`src/rtl/onewire_slot_engine.sv`:
```
`default_nettype none
// ============================================================================
// Module   : onewire_slot_engine
// Purpose  : 1-Wire bit-slot engine. Runs 1..DATA_W write or read slots,
//            LSB first, and has its own cycle-accurate slot timer.
// Revision : 1.0 - initial release
// ============================================================================
module onewire_slot_engine #(
    parameter int CLK_FREQ  = 100_000_000,
    parameter int DATA_W    = 8,
    parameter int T_SLOT_US = 70,
    parameter int T_LOW0_US = 60,
    parameter int T_LOW1_US = 6,
    parameter int T_SAMP_US = 15
) (
    input  logic                        clk,
    input  logic                        rst_n,
    input  logic                        start,
    input  logic                        rd_mode,
    input  logic [$clog2(DATA_W+1)-1:0] nbits,
    input  logic [DATA_W-1:0]           data_in,
    input  logic                        dq_in,
    output logic                        dq_out_en,
    output logic                        busy,
    output logic                        done,
    output logic [DATA_W-1:0]           data_out
);

    localparam int c_us_cyc = CLK_FREQ / 1_000_000;
    localparam int c_slot   = T_SLOT_US * c_us_cyc;
    localparam int c_l0     = T_LOW0_US * c_us_cyc;
    localparam int c_l1     = T_LOW1_US * c_us_cyc;
    localparam int c_samp_i = T_SAMP_US * c_us_cyc;
    localparam int c_cnt_w  = $clog2(c_slot);
    localparam int c_nb_w   = $clog2(DATA_W + 1);
    localparam int c_idx_w  = (DATA_W > 1) ? $clog2(DATA_W) : 1;

    localparam logic [c_cnt_w-1:0] c_slot_m1 = c_cnt_w'(c_slot - 1);
    localparam logic [c_cnt_w-1:0] c_l0_m1   = c_cnt_w'(c_l0 - 1);
    localparam logic [c_cnt_w-1:0] c_l1_m1   = c_cnt_w'(c_l1 - 1);
    localparam logic [c_cnt_w-1:0] c_samp    = c_cnt_w'(c_samp_i);
    localparam logic [c_nb_w-1:0]  c_max_n   = c_nb_w'(DATA_W);

    if ((CLK_FREQ % 1_000_000) != 0 || c_us_cyc < 4) begin : g_bad_clk
        $error("onewire_slot_engine: CLK_FREQ must be an integer number of MHz, at least 4");
    end
    if (!(T_LOW1_US < T_SAMP_US && T_SAMP_US < T_SLOT_US && T_LOW0_US < T_SLOT_US)) begin : g_bad_timing
        $error("onewire_slot_engine: illegal slot timing parameters");
    end

    typedef enum logic [1:0] {
        S_IDLE    = 2'd0,
        S_LOW     = 2'd1,
        S_RELEASE = 2'd2
    } state_t;

    state_t              r_state, w_state_nxt;
    logic [c_cnt_w-1:0]  r_cnt, w_cnt_nxt;
    logic [c_idx_w-1:0]  r_idx, w_idx_nxt;
    logic [c_nb_w-1:0]   r_n, w_n_nxt;
    logic                r_rd, w_rd_nxt;
    logic [DATA_W-1:0]   r_data, w_data_nxt;
    logic [DATA_W-1:0]   r_shift, w_shift_nxt;
    logic [DATA_W-1:0]   r_dout, w_dout_nxt;
    logic                r_done, w_done_nxt;
    logic                r_dq_oe;
    logic [1:0]          r_sync;
    logic [c_cnt_w-1:0]  w_llow_m1;
    logic                w_last;

    // Short low for read slots and write-1; long low only for write-0.
    assign w_llow_m1 = (r_rd || r_data[r_idx]) ? c_l1_m1 : c_l0_m1;
    assign w_last    = ((c_nb_w'(r_idx) + 1'b1) == r_n);

    always_comb begin
        w_state_nxt = r_state;
        w_cnt_nxt   = r_cnt;
        w_idx_nxt   = r_idx;
        w_n_nxt     = r_n;
        w_rd_nxt    = r_rd;
        w_data_nxt  = r_data;
        w_shift_nxt = r_shift;
        w_dout_nxt  = r_dout;
        w_done_nxt  = 1'b0;
        case (r_state)
            S_IDLE: begin
                if (start) begin
                    w_rd_nxt    = rd_mode;
                    w_data_nxt  = data_in;
                    w_n_nxt     = (nbits > c_max_n) ? c_max_n : nbits;
                    w_cnt_nxt   = '0;
                    w_idx_nxt   = '0;
                    w_shift_nxt = '0;
                    if (nbits == '0) begin
                        w_done_nxt = 1'b1;
                    end else begin
                        w_state_nxt = S_LOW;
                    end
                end
            end
            S_LOW: begin
                w_cnt_nxt = r_cnt + 1'b1;
                if (r_cnt == w_llow_m1) begin
                    w_state_nxt = S_RELEASE;
                end
            end
            S_RELEASE: begin
                if (r_rd && r_cnt == c_samp) begin
                    w_shift_nxt[r_idx] = r_sync[1];
                end
                if (r_cnt == c_slot_m1) begin
                    w_cnt_nxt = '0;
                    if (w_last) begin
                        w_state_nxt = S_IDLE;
                        w_done_nxt  = 1'b1;
                        if (r_rd) begin
                            w_dout_nxt = w_shift_nxt;
                        end
                    end else begin
                        w_idx_nxt   = r_idx + 1'b1;
                        w_state_nxt = S_LOW;
                    end
                end else begin
                    w_cnt_nxt = r_cnt + 1'b1;
                end
            end
            default: w_state_nxt = S_IDLE;
        endcase
    end

    always_ff @(posedge clk) begin
        if (!rst_n) begin
            r_state <= S_IDLE;
            r_cnt   <= '0;
            r_idx   <= '0;
            r_n     <= '0;
            r_rd    <= 1'b0;
            r_data  <= '0;
            r_shift <= '0;
            r_dout  <= '0;
            r_done  <= 1'b0;
            r_dq_oe <= 1'b0;
            r_sync  <= 2'b00;
        end else begin
            r_state <= w_state_nxt;
            r_cnt   <= w_cnt_nxt;
            r_idx   <= w_idx_nxt;
            r_n     <= w_n_nxt;
            r_rd    <= w_rd_nxt;
            r_data  <= w_data_nxt;
            r_shift <= w_shift_nxt;
            r_dout  <= w_dout_nxt;
            r_done  <= w_done_nxt;
            // Registered pad enable keeps the open-drain control glitch-free.
            r_dq_oe <= (w_state_nxt == S_LOW);
            r_sync  <= {r_sync[0], dq_in};
        end
    end

    assign dq_out_en = r_dq_oe;
    assign busy      = (r_state != S_IDLE);
    assign done      = r_done;
    assign data_out  = r_dout;

endmodule
`default_nettype wire

```
`config.mk`:
```
export PLATFORM = sky130hd
export DESIGN_NAME = onewire_slot_engine
export DESIGN_NICKNAME = d
export VERILOG_FILES = /design/src/rtl/onewire_slot_engine.sv
export SDC_FILE = /design/constraint.sdc
export NUM_CORES = 1
export LEC_CHECK = 0
export CAP_MARGIN = 10
export CORE_MARGIN = 4
export CORE_UTILIZATION = 55
export DETAILED_ROUTE_END_ITERATION = 6
export GPL_ROUTABILITY_DRIVEN = 0
export PLACE_DENSITY = 0.88
export SLEW_MARGIN = 10
export SYNTH_ARGS = -nofsm -noshare
export SYNTH_HDL_FRONTEND = slang
export SYNTH_SLANG_ARGS = --single-unit
```
`constraint.sdc`:
```
create_clock -name clk -period 2.65 [get_ports clk]
set_input_delay 0.53 -clock clk [delete_from_list [all_inputs] [get_ports clk]]
set_output_delay 0.53 -clock clk [all_outputs]
set_load 0.02 [all_outputs]
```
==> results_dict.tcl <==
set metrics [dict create \
    hold_path_end "r_sync[1]" \
    cts.sinks 51 \
    status "complete, no violations" \
    critPathLaunchType "register" \
    rows 25 \
    r2r_setup_slack_ps 180 \
    grt_first_pass_wirelength_um 10900 \
    ios 28 \
    min_path_cells 1 \
    synth_area_per_cell_um2 8.22 \
    start_util_pct 58.3 \
    htreeDepth 2 \
    finClkSkew_ps 7.16 \
    rsz0062_at_grt "no" \
    vdd_drop_max_v 0.000380 \
    final_area_um2 3260 \
    vias_per_cell 5.76 \
    ys_top_cells_by_area "dfxtp_1 (36%), nand2_1 (6.7%), a21oi_1 (5.6%)" \
    crit_fanout 6 \
    tns_ps 0 \
    crit_required_ps 2120 \
    drive_above_1_share_pct 11.1 \
    nFillCells 412 \
    power.density_nw_per_um2 448 \
    grt_usage_pct 21.6 \
    critPathArrivalTime_ps 1950 \
    grt_antenna_before_repair 0 \
    cts_tree "yes" \
    place_area_um2 3180 \
    diodes 0 \
    yosysWarningCount 0 \
    end_kind "primary output" \
    clk_pin_slew_ps 90 \
    holdBufCountCts 0 \
    area.growth.synth_to_final_pct 14.7 \
    firstDrtPassIters 4 \
    drc 0 \
    crit_buf_inv 3 \
    place_ws_ps 220 \
    r2r-start "r_cnt[0]" \
    die_h_um 79.9 \
    synth.top_cell.area_share_pct 35.9 \
    clk_latency_ps 310 \
    syn-num-nets 371 \
    critPathTopFamily "buffers and inverters" \
    post-cts-setup-buffers 0 \
    io_buffer_count 27 \
    rr_worst_depth 6 \
    worst_pin_slew_ps 601 \
    setup_viol 0 \
    synth-main-ff-cell "dfxtp_1" \
    slew_headroom_pct 59.4 \
    cts_inserted_buffers 5 \
    yosys-top-cells-count "dfxtp_1 (51), nand2_1 (51), a21oi_1 (32)" \
    async_flop_share_pct 0 \
    criticalPathCategory "reg2out" \
    routedWlPerCell_um 14.8 \
    first_global_vias 2336 \
    grt-ovfl-total 0 \
    path_common_cell "inv_1" \
    ys_ff_latch 51 \
    nets 394 \
    r2r_end "data_out[4]" \
    fmax_mhz 404 \
    critPathMaxStageDelay_ps 620 \
    cp_cell_sequence "inv_1 > ha_1 > inv_1 > clkdlybuf4s50_1" \
    synth.cell_area_um2 2850 \
    dr_total_vias 2516 \
    grt_max_degree 26 \
    ys_seq_area_share_pct 35.9 \
    cts_root_buffer "clkbuf_8" \
    cts_buffer_depth 2 \
    period_needed_ps 2480 \
    core_area_um2 4880 \
    slowest_stage "clkdlybuf4s50_1" \
    finalHoldViolations 0 \
    drt_iter0_drc 128 \
    leakagePower_nw 1.10 \
    maxCapViolations 0 \
    cts_resized 0 \
    finalCritPeriodShare_pct 93.4 \
    slew_viol_final 0 \
    yosys.area.top_type "dfxtp_1" \
    min_from "r_sync[0]" \
    ys_types 54 \
    syn_inst 346 \
    setup_slack_ps 175 \
    dieArea_um2 6390 \
    wirelength_um 6460 \
    hp-class "reg2reg" \
    place_hpwl_um 4860 \
    die_w_um 79.9 \
    ant_nets 0 \
    synth_edf_count 0 \
]
==> per-stage QoR <==
stage          cells  total power, W  hold WS, ps  utilization [%]
2_1_floorplan    346        0.000952          412                -
3_3_place_gp     429         0.00103          419             65.2
3_5_place_dp     429         0.00104          429             65.2
4_1_cts          437         0.00147          450             66.9
5_1_grt          437         0.00153          461             66.9
6_report         437         0.00146          443             66.9
==> cell usage in the layout (no fill, tap or decap), drive strengths merged, types with 2 or more instances in the layout <==
master | Yosys | layout
a211oi | 6 | 6
a21boi | 5 | 5
a21oi | 32 | 32
a311oi | 5 | 5
a31oi | 4 | 4
and2 | 7 | 7
and3 | 3 | 3
buf | 5 | 11
clkbuf | 17 | 6
clkdlybuf4s50 | 0 | 27
dfxtp | 51 | 51
ha | 8 | 8
inv | 11 | 11
mux2 | 4 | 4
mux2i | 6 | 6
nand2 | 51 | 51
nand2b | 3 | 3
nand3 | 15 | 15
nand4 | 3 | 3
nand4b | 3 | 3
nand4bb | 3 | 3
nor2 | 30 | 30
nor3 | 7 | 7
nor3b | 6 | 6
nor4 | 2 | 2
nor4bb | 2 | 2
o21a | 3 | 3
o21ai | 10 | 10
o221ai | 2 | 2
o31ai | 3 | 3
o41ai | 2 | 2
or2 | 5 | 5
or3 | 4 | 4
or3b | 2 | 2
or4 | 4 | 4
xnor2 | 3 | 3
xor2 | 9 | 9
==> worst reg2reg max path, stage by stage (launching register included) <==
cell	delay, ps
dfxtp_1	390
ha_1	220
nand4b_1	210
or4_4	630
and4b_1	500
and2_4	290
a311oi_2	100
==> kinds of logic after synthesis <==
group | count (synthesis) | share of synthesized area, %
DFF | 51 | 35.9
xor gates and xnor gates | 13 | 4.53
buffers and inverters | 33 | 5.50
and+or+nand+nor | 155 | 28.4
adders and majority gates | 8 | 3.52
muxes | 10 | 3.69
AOI/OAI and AO/OA | 76 | 18.5
==> worst max-delay path by stage <==
stage,startpoint,to,depth (start not counted)
2_1_floorplan,r_cnt[3],data_out[1],8
3_3_place_gp,r_cnt[3],data_out[6],5
3_5_place_dp,nbits[3],r_state[0],6
4_1_cts,r_cnt[0],data_out[4],6
5_1_grt,r_cnt[0],data_out[4],6
6_report,r_state[0],busy,4
==> power by group <==
| part | internal (W) | leakage, nW | switching [W] |
|---|---|---|---|
| Combinational | 0.0000949 | 0.647 | 0.000120 |
| Sequential | 0.000789 | 0.414 | 0.0000175 |
| Clock | 0.000185 | 0.0412 | 0.000257 |
==> flip-flops by register name, summed over array words and instances, names as in the netlist <==
| name | count |
|---|---|
| r_cnt | 13 |
| data_out | 8 |
| r_data | 8 |
| r_shift | 8 |
| r_n | 4 |
| r_idx | 3 |
| r_state | 2 |
| r_sync | 2 |
| done | 1 |
| dq_out_en | 1 |
| r_rd | 1 |
==> metal layers <==
layer | vias up | GRT usage (%) | share of wire [%]
met5 | - | 0 | 0
met4 | 0 | 7.09 | 1.3
met2 | 56 | 36.3 | 50
met1 | 1187 | 27.9 | 45
li1 | 1265 | - | -
met3 | 8 | 3.50 | 4.2
==> cell type report <==
class                   instances  area [um^2]  share of cell area, %
flip-flops and latches         51         1020                   31.3
repair buffers                 38          365                   11.2
multi-input cells             262         1670                   51.1
clock inverters                 2         12.5                  0.383
inverters                      11         41.3                   1.26
well taps                      67         83.8                   2.57
clock buffers                   6         72.6                   2.22
Power figures use the tool's default switching activity.
